===== config.mk =====
export PLATFORM = sky130hd
export DESIGN_NAME = score_display_ctrl
export DESIGN_NICKNAME = d
export VERILOG_FILES = /design/src/rtl/score_disp_pkg.sv /design/src/rtl/bin2bcd_seq.sv /design/src/rtl/score_display_ctrl.sv
export SDC_FILE = /design/constraint.sdc
export NUM_CORES = 1
export LEC_CHECK = 0
export CORE_MARGIN = 5
export CORE_UTILIZATION = 50
export CTS_BUF_LIST = sky130_fd_sc_hd__clkbuf_16
export CTS_CLUSTER_SIZE = 12
export DETAILED_ROUTE_END_ITERATION = 10
export PLACE_DENSITY = 0.7
export SLEW_MARGIN = 5
export SYNTH_ARGS = -nofsm -noshare
export SYNTH_HDL_FRONTEND = slang
export SYNTH_SLANG_ARGS = --single-unit

===== constraint.sdc =====
create_clock -name clk -period 3.2 [get_ports clk]
set_input_delay 0.64 -clock clk [delete_from_list [all_inputs] [get_ports clk]]
set_output_delay 0.64 -clock clk [all_outputs]
set_load 0.02 [all_outputs]

===== src/rtl/score_disp_pkg.sv =====
// score_disp_pkg: select codes, mode encodings and FSM states for score_display_ctrl
package score_disp_pkg;
  localparam logic [4:0] SEG_DASH  = 5'd16;
  localparam logic [4:0] SEG_A     = 5'd22;
  localparam logic [4:0] SEG_B     = 5'd23;
  localparam logic [4:0] SEG_C     = 5'd24;
  localparam logic [4:0] SEG_D     = 5'd25;
  localparam logic [4:0] SEG_E     = 5'd26;
  localparam logic [4:0] SEG_F     = 5'd27;
  localparam logic [4:0] SEG_BLANK = 5'd31;
  localparam logic [1:0] MODE_SCORE = 2'd0;
  localparam logic [1:0] MODE_DASH  = 2'd1;
  localparam logic [1:0] MODE_CHASE = 2'd2;
  localparam logic [1:0] MODE_BLANK = 2'd3;
  typedef enum logic [1:0] {IDLE, CONV, COMMIT} state_t;
endpackage


===== src/rtl/bin2bcd_seq.sv =====
// bin2bcd_seq: sequential double-dabble, one shift per cycle for SCORE_W cycles
module bin2bcd_seq #(
  parameter int DIGITS  = 4,
  parameter int SCORE_W = 14
) (
  input  logic                  clk,
  input  logic                  rst_n,
  input  logic                  start,
  input  logic [SCORE_W-1:0]    bin,
  output logic                  done,
  output logic [4*DIGITS-1:0]   bcd
);
  localparam int W  = 4*DIGITS + SCORE_W;
  localparam int CW = $clog2(SCORE_W + 1);
  logic [W-1:0] work, adj;
  logic [CW-1:0] cnt;
  logic run;
  always_comb begin
    adj = work;
    for (int i = 0; i < DIGITS; i++)
      if (work[SCORE_W+4*i +: 4] >= 4'd5) adj[SCORE_W+4*i +: 4] = work[SCORE_W+4*i +: 4] + 4'd3;
  end
  assign done = run && cnt == CW'(SCORE_W - 1);
  assign bcd  = work[W-1 -: 4*DIGITS];
  always_ff @(posedge clk)
    if (!rst_n) begin
      work <= '0;
      cnt  <= '0;
      run  <= 1'b0;
    end else if (start) begin
      work <= W'(bin);
      cnt  <= '0;
      run  <= 1'b1;
    end else if (run) begin
      work <= {adj[W-2:0], 1'b0};
      cnt  <= cnt + 1'b1;
      run  <= !done;
    end
endmodule


===== src/rtl/score_display_ctrl.sv =====
// score_display_ctrl: score BCD conversion and HEX select-code driver; LEAD_ZERO_BLANK_EN blanks leading zeros
module score_display_ctrl
  import score_disp_pkg::*;
#(
  parameter int DIGITS    = 4,
  parameter int SCORE_W   = 14,
  parameter int CHASE_DIV = 5000000
) (
  input  logic                  clk,
  input  logic                  rst_n,
  input  logic [SCORE_W-1:0]    score_in,
  input  logic                  load,
  input  logic [1:0]            mode,
  output logic                  busy,
  output logic                  valid,
  output logic [5*DIGITS-1:0]   sel_out
);
  localparam int SW = $clog2(2*DIGITS + 4);
  localparam int PW = $clog2(CHASE_DIV + 1);
  localparam logic [31:0] LIMIT = 32'(10**DIGITS);
`ifdef LEAD_ZERO_BLANK_EN
  localparam logic [5*DIGITS-1:0] RST_SEL = {{(DIGITS-1){SEG_BLANK}}, 5'd0};
`else
  localparam logic [5*DIGITS-1:0] RST_SEL = '0;
`endif
  state_t state, nxt;
  logic [SCORE_W-1:0] pend, src;
  logic pend_v, start, done, sat, zb;
  logic [4*DIGITS-1:0] bcd, result;
  logic [SW-1:0] step;
  logic [PW-1:0] pre;
  logic [5*DIGITS-1:0] nxt_sel;
  logic [4:0] ccode;
  int p, cdig;

  bin2bcd_seq #(.DIGITS(DIGITS), .SCORE_W(SCORE_W)) u_b2b (
    .clk(clk), .rst_n(rst_n), .start(start), .bin(src), .done(done), .bcd(bcd)
  );

  always_comb begin
    start = (state == IDLE && load) || (state == COMMIT && (load || pend_v));
    src   = (state == COMMIT && !load) ? pend : score_in;
    nxt   = state == IDLE ? (load ? CONV : IDLE) : state == CONV ? (done ? COMMIT : CONV) : (start ? CONV : IDLE);
  end

  always_ff @(posedge clk)
    if (!rst_n) state <= IDLE;
    else state <= nxt;

  always_ff @(posedge clk)
    if (!rst_n) begin
      pend   <= '0;
      pend_v <= 1'b0;
      sat    <= 1'b0;
      result <= '0;
      busy   <= 1'b0;
      valid  <= 1'b0;
    end else begin
      busy  <= state != IDLE;
      valid <= state == COMMIT;
      if (state == COMMIT) result <= sat ? {DIGITS{4'd9}} : bcd;
      if (start) sat <= 32'(src) >= LIMIT;
      if (state == CONV && load) begin
        pend   <= score_in;
        pend_v <= 1'b1;
      end else if (state == COMMIT) pend_v <= 1'b0;
    end

  // held at zero outside chase mode so every entry restarts the animation
  always_ff @(posedge clk)
    if (!rst_n || mode != MODE_CHASE) begin
      pre  <= '0;
      step <= '0;
    end else if (pre == PW'(CHASE_DIV - 1)) begin
      pre  <= '0;
      step <= step == SW'(2*DIGITS + 3) ? '0 : step + 1'b1;
    end else pre <= pre + 1'b1;

  always_comb begin
    p     = int'(step);
    cdig  = p < DIGITS ? DIGITS-1-p : p < DIGITS+2 ? 0 : p < 2*DIGITS+2 ? p-DIGITS-2 : DIGITS-1;
    ccode = p < DIGITS ? SEG_A : p == DIGITS ? SEG_B : p == DIGITS+1 ? SEG_C :
            p < 2*DIGITS+2 ? SEG_D : p == 2*DIGITS+2 ? SEG_E : SEG_F;
  end

  always_comb begin
    nxt_sel = '0;
    zb      = 1'b0;
    for (int i = 0; i < DIGITS; i++) begin
`ifdef LEAD_ZERO_BLANK_EN
      zb = i > 0 && (result >> (4*i)) == '0;
`else
      zb = 1'b0;
`endif
      nxt_sel[5*i +: 5] = mode == MODE_DASH ? SEG_DASH : mode == MODE_BLANK ? SEG_BLANK :
                          mode == MODE_CHASE ? (i == cdig ? ccode : SEG_BLANK) :
                          zb ? SEG_BLANK : {1'b0, result[4*i +: 4]};
    end
  end

  always_ff @(posedge clk)
    if (!rst_n) sel_out <= RST_SEL;
    else sel_out <= nxt_sel;
endmodule


## Yosys cells after proc, flatten, opt, wreduce, memory -nomap -nowiden

Cells that the tools add are included.

- Flip-flop bits (word level): 118
- Bits of input ports: 19

- Order comparisons: 8
- Multiplexer cells: 42
- Equal/unequal tests: 15
- $add $sub $neg: 10
- Reductions and logical operators: 19
- Bitwise operators: 1

Operators with widths:

| kind | count |
|---|---|
| two-way mux 32 bit | 3 |
| equality test 3 x 32 -> 1 bit (first input constant) | 2 |
| two-way mux 5 bit | 12 |
| two-way mux 14 bit | 3 |
| two-way mux 4 bit | 10 |
| equality test 2 x 32 -> 1 bit (first input constant) | 1 |
| zero test 32 bit | 1 |
| adder 23 x 1 -> 23 bit (second input constant) | 1 |
| equality test 23 bit (second input constant) | 1 |
| equality test 4 bit (second input constant) | 5 |
| greater-or-equal comparator 4 x 3 -> 1 bit (second input constant) | 4 |
| two-way mux 16 bit | 1 |
| greater-or-equal comparator 14 bit (second input constant) | 1 |
| adder 4 x 2 -> 4 bit (second input constant) | 3 |
| two-way mux 2 bit | 5 |
| adder 4 x 1 -> 4 bit (second input constant) | 2 |
| < comparator 4 x 3 -> 1 bit (second input constant) | 2 |
| two-way mux 1 bit | 7 |
| equality test 2 bit (second input constant) | 3 |
| nonzero test 2 bit | 3 |
| OR reduction 2 bit | 3 |
| subtractor 5 x 3 -> 6 bit (second input constant) | 1 |
| logical AND 1 bit | 5 |
| subtractor 2 x 4 -> 5 bit (first input constant) | 1 |
| 10 further kinds | 15 |

## Longest topological paths before layout

- Depth in word-level cells: 10
- Mapped depth: 11

## Hierarchy

A second synthesis with hierarchy kept.

- Cell total of the unflattened synthesis: 662
- Area, all modules: 5779.3 um^2

By module, submodules not included:

| module | cells an instance | sequential area each (um^2) | instances | area each (um^2) |
|---|---|---|---|---|
| score_display_ctrl | 430 | 1601.5 | 1 | 3799.9 |
| bin2bcd_seq | 232 | 700.7 | 1 | 1979.4 |

## Worst setup path after synthesis

No wires, ideal clock.

- Path type: register to register
- Start point: register step[1]
- End point: register sel_out[12]
- Library setup time: 0.143 ns
- Data arrival time: 2.079 ns
- Stages on the path, launching flop included: 11
- Period minus slack after synthesis: 2.222 ns
- Data required time: 3.057 ns
- Setup slack: 0.978 ns
- Path through: dfxtp_1 -> buf_4 -> inv_1 -> ha_1 -> inv_1 -> fa_1 -> o311ai_1 -> a21oi_1 -> nor2_1 -> buf_2 -> a31oi_1

- Cells in the longest elaborated chain, start to end: 9
- Elaborated cells on any way between the ends: 16
- Classes of those cells: 3 x add/sub; 3 x order compare; 2 x eq/ne; 8 x mux

RTL lines:

| element | line | RTL |
|---|---|---|
| start, declared | score_display_ctrl.sv:30 | `logic [SW-1:0] step;` |
| start signal, assigned | score_display_ctrl.sv:76 | `step <= step == SW'(2*DIGITS + 3) ? '0 : step + 1'b1;` |
| subtractor 4 x 3 -> 5 bit | score_display_ctrl.sv:81 | `cdig = p < DIGITS ? DIGITS-1-p : p < DIGITS+2 ? 0 : p < 2*DIGITS+2 ? p-DIGITS-2 : DIGITS-1;` |
| subtractor 5 x 3 -> 6 bit | score_display_ctrl.sv:81 |  |
| two-way mux 32 bit (3 in a row) | score_display_ctrl.sv:81 |  |
| equality test 3 x 32 -> 1 bit | score_display_ctrl.sv:96 | `mode == MODE_CHASE ? (i == cdig ? ccode : SEG_BLANK) :` |
| two-way mux 4 bit (*) | score_display_ctrl.sv:96 |  |
| two-way mux 5 bit (*) | score_display_ctrl.sv:96 |  |
| two-way mux 5 bit (*) | score_display_ctrl.sv:95 | `nxt_sel[5*i +: 5] = mode == MODE_DASH ? SEG_DASH : mode == MODE_BLANK ? SEG_BLANK :` |
| end signal, assigned | score_display_ctrl.sv:103 | `else sel_out <= nxt_sel;` |
| end, declared | score_display_ctrl.sv:16 | `output logic [5*DIGITS-1:0] sel_out` |

Every way passes the cells marked *; elsewhere a longest branch is shown, timed or not.
A chain may end at the register's enable or synchronous reset.

## Worst setup path after layout

- Start point: register step[1]
- End point: register sel_out[10]

- Cells in the longest elaborated chain, start to end: 9
- Elaborated cells on any way between the ends: 21
- Classes of those cells: 3 x add/sub; 3 x order compare; 4 x eq/ne; 11 x mux

RTL lines:

| element | line |
|---|---|
| subtractor 4 x 3 -> 5 bit / equality test 4 bit (equally long branches) | score_display_ctrl.sv:81, score_display_ctrl.sv:83 |
| subtractor 5 x 3 -> 6 bit / two-way mux 1 bit (equally long branches) | score_display_ctrl.sv:81, score_display_ctrl.sv:83 |
| two-way mux 32 bit / two-way mux 2 bit (equally long branches) | score_display_ctrl.sv:81, score_display_ctrl.sv:83 |
| two-way mux 32 bit / two-way mux 2 bit (equally long branches) | score_display_ctrl.sv:81, score_display_ctrl.sv:82 |
| two-way mux 32 bit / two-way mux 4 bit (equally long branches) | score_display_ctrl.sv:81, score_display_ctrl.sv:82 |
| equality test 3 x 32 -> 1 bit / two-way mux 4 bit (equally long branches) | score_display_ctrl.sv:96, score_display_ctrl.sv:82 |
| two-way mux 4 bit (*) | score_display_ctrl.sv:96 |
| two-way mux 5 bit (*) | score_display_ctrl.sv:96 |
| two-way mux 5 bit (*) | score_display_ctrl.sv:95 |

Marked as above.

==> results.txt <==
* Setup repair after global routing missed its margin: false
- In this run the deepest clock path goes through 2 buffers.
* Detailed-router iteration count before antenna repair: 5
- Share of total power in combinational logic: approximately 6.7%
- Leftover overflow at the end of global routing: 0
* Unique masters post-synth: between 50 and 60
* Part of the cycle the worst path needs: around 82%
- In this run, post-CTS hold repair placed 0 buffers.
- Die W: about 110 um
- Register bit count reported by yosys: 115
* Worst reg-to-reg path cell count: 8
- Minimum clock period: between 2 and 3 ns
* Sink count of the clock tree: approximately 120
- The cell area that synthesis handed to floorplanning was 5430 um2.
- Fin Clk Skew: between 0.007 and 0.008 ns
- The worst setup path is of the flop to flop kind.
- Clock group share of total power: ~49%
- Of all cell types, the one taking the most synthesized area is dfxtp_1.
* Final hold viol count: 0
- Wire length of the first global-routing pass: around 20 mm
- Buffers inserted during clock tree synthesis total 17.
- Number of design rule violations left after detail routing: 0
* Required time at the worst-slack endpoint: ~3.5 ns
- Global-route usage over all layers: 18.4%
- The Yosys step of the flow raised 0 warnings.
* Vias per std cell: between 5 and 6
- The worst setup path is launched from a flop.
* Type of the worst min-delay path: flop to flop
* Lkg Pwr: 2.33 nW
* Vias in the first global route: around 4,300
* Number of antenna-violating nets in the routed design: 0
- In this run the count of I/O pins placed on the die edge is ~40.
* Post-synthesis sequential area ratio: a little over two fifths
- Synth-to-layout area growth: 18.0%
- For the worst setup path, the data arrival time is ~2.9 ns.
- Die ar.: about 13,000 um2
- Setup violations remaining at the end of the flow were counted as 0.
* Startpoint of the worst register-to-register path: step[1]$_SDFFE_PP0P_
- In this run the worst path has a maximum fanout of 14.
* Worst setup timing slack at the placement stage: between 0.5 and 0.6 ns
- Max-capacitance violation count: 0
- Setup slack on the worst reg-to-reg path comes out at 0.58 ns.
- The worst hold path terminates at result[5]$_SDFFE_PN0N_.
* Std-Cell Core Area: 10,700 um2
- Setup TNS: 0 ns
* Clock network latency to the later pin of the worst-skew pair: roughly 0.4 ns
- After the last flow step, the layout net total stands at slightly above 700.
- The worst path meets setup with 0.576 ns of slack.
- Summed over all nets, the switching power comes to 757 uW.
- The number of antenna violations at the first check in global routing came to 0.
- Clock Pin Slew Worst Setup and Hold Paths: ~0.05 ns
- Number of instances in the synthesized netlist: 635
- Summed over all layers, the routed wires come to 11.4 mm.
- Async set-or-reset flop fraction in the synthesized netlist: 0%
- STA classifies the critical path endpoint as a flop.
- Actual slew at the worst max-slew pin: 0.832 ns
- Sequential power share: 43.9%
- After detailed routing, the average wire length per cell comes to 13.9 um.
- Number of design-rule violations left by the first detailed-router iteration: roughly 240
- The post-route netlist has around 6.6% of its cells at a drive strength greater than 1.
- Net switching is between 20% and 30% of the power.
* Post-synth EDFFs: 0
* Top flip-flop cell by instance count after synthesis: dfxtp_1
- Startpoint of the lowest-slack hold path: result[5]$_SDFFE_PN0N_
* Post-synth top area share: between 40% and 50%
* Maximum number of pins on one net before global-route repair: 35
- Power spread over the standard cell area amounts to approximately 540 nW/um2.
- The repair_antennas step left the layout with diodes totalling 0.
- The run finished with clean final reports.
* Count of buffers added by post-CTS timing repair for setup: 0
* Max-slew violation count: 0
* Worst Hold Margin: 0.452 ns
- Based on the critical path, the design can be clocked at up to 381 MHz.
* Final weighted congestion of routability-driven global placement: approximately 0.79
* Headroom to the max-slew limit: between 40% and 50%
- Once the floorplan was initialized, standard cells occupied a little over 50% of the core.
- The floorplan has 38 rows.
- Height of the die: 114 um
- Yosys attributes the largest share of cell area to dfxtp_1 42%, nand2_1 5.8%, ha_1 5.3%, nor2_1 4.6%, a21oi_1 4.5%.
* Number of nets in the synthesized netlist: between 600 and 700
* Final total power: 3.44 mW
- The endpoint identified for the worst register-to-register timing path is sel_out[10]$_SDFF_PP0_.
- The routed layout has between 4,000 and 5,000 vias.
* Internal Dissipation: about 2.7 mW
- After clock tree synthesis, the repair step resized 0 gates.
* Utilization after layout: between 50% and 60%
- The wire-length estimate of the detail-placed layout is 7.73 mm.
- The count of buffers added on input and output ports is 40.
* Hold depth: 2
* Clock H-tree levels: 4
- Clock tree root buffer cell: clkbuf_16
- Average cell area after synthesis: around 8.5 um2
- Clock tree from TritonCTS: yes
- Highest ir drop seen on vdd: 0.517 mV
==> metrics by stage <==
| step | std cells | area (um2) |
|---|---|---|
| 3_3_place_gp | 787 | 5880 |
| 4_1_cts | 817 | 6410 |
| 5_1_grt | 817 | 6410 |
| 3_5_place_dp | 787 | 5880 |
| 6_report | 817 | 6410 |
| 2_1_floorplan | 635 | 5430 |
==> worst max-delay path: stages, from the launching register on <==
cell	delay (ns)
dfxtp_1	0.60
inv_1	0.22
ha_1	0.24
inv_1	0.06
fa_1	0.40
o311ai_1	0.27
a21oi_1	0.13
a2111oi_4	0.43
a21oi_1	0.13
==> final cells by class <==
type,count,area (um2)
inverters,19,71.3
repair buffers,49,468
flip-flops and latches,115,2300
clock buffers,17,425
fillers,950,4340
well taps,140,175
clock inverters,13,104
multi-input cells,464,2860
==> flip-flops by register name, summed over array words and instances (netlist names) <==
name        flops
sat             1
sel_out        17
u_b2b.run       1
valid           1
u_b2b.cnt       4
pend           14
busy            1
pend_v          1
result         16
pre            23
step            4
state           2
u_b2b.work     30
==> synth_stat cells, types with 4 or more instances <==
| cell | instances |
|---|---|
| a211oi_1 | 18 |
| a21o_1 | 5 |
| a21oi_1 | 49 |
| a311oi_1 | 12 |
| a31oi_1 | 13 |
| and4_1 | 4 |
| buf_2 | 13 |
| buf_4 | 4 |
| clkbuf_1 | 15 |
| dfxtp_1 | 115 |
| ha_1 | 23 |
| inv_1 | 18 |
| mux2i_1 | 12 |
| nand2_1 | 84 |
| nand2b_1 | 6 |
| nand3_1 | 18 |
| nand3b_1 | 4 |
| nand4_1 | 7 |
| nor2_1 | 67 |
| nor2b_1 | 16 |
| nor3_1 | 20 |
| o21ai_0 | 37 |
| or3_1 | 4 |
| xnor2_1 | 16 |
| xor2_1 | 15 |
==> placed cells by master, fill, tap and decap left out, drive strengths merged, types with 5 or more instances in the layout <==
cell / count
nor3: 20
clkinv: 8
nand3: 18
a21o: 5
nand2: 84
nand4: 9
nor2: 68
xnor2: 16
clkdlybuf4s50: 40
nand2b: 7
clkbuf: 17
buf: 9
a311oi: 12
mux2i: 12
o21ai: 37
a211oi: 18
ha: 23
xor2: 15
a31oi: 13
inv: 22
a21oi: 49
dfxtp: 115
nor2b: 16
==> cells by family after synthesis <==
family,after synthesis,share of synthesized area [%]
AO/OA/AOI/OAI,149,17.1
XOR/XNOR,31,5.00
adder cells (fa/ha/maj),24,5.67
buffers and inverters,56,4.89
flip-flops,115,42.4
multiplexers,12,2.21
AND/OR/NAND/NOR,248,22.7
==> power groups by stage <==
stage,Sequential [mW],Combinational (mW),Clock (mW)
after floorplan,1.54,0.143,0
after global placement,1.54,0.227,0
after detailed placement,1.54,0.231,0
after CTS,1.51,0.233,1.73
after global routing,1.52,0.254,1.79
final,1.51,0.231,1.70
==> how the worst max path moves through the flow <==
stage,slack (ns),startpoint,end,cells past startpoint
after detailed placement,0.57,load,sat$_SDFFE_PN0N_,5
after global routing,0.35,step[1]$_SDFFE_PP0P_,sel_out[10]$_SDFF_PP0_,8
after global placement,0.62,load,sat$_SDFFE_PN0N_,5
final,0.58,step[1]$_SDFFE_PP0P_,sel_out[10]$_SDFF_PP0_,8
after CTS,0.64,step[1]$_SDFFE_PP0P_,sel_out[0]$_SDFF_PP0_,8
after floorplan,0.98,step[1]$_SDFFE_PP0P_,sel_out[12]$_SDFF_PP0_,10
==> layer usage <==
layer	track usage [%]	up-vias	wire length (um)
met5	0	-	0
met2	28.7	93	5310
li1	-	2274	-
met1	24.7	2049	5410
met3	4.70	13	514
met4	6.57	0	136
(Power assumes the default switching activity.)
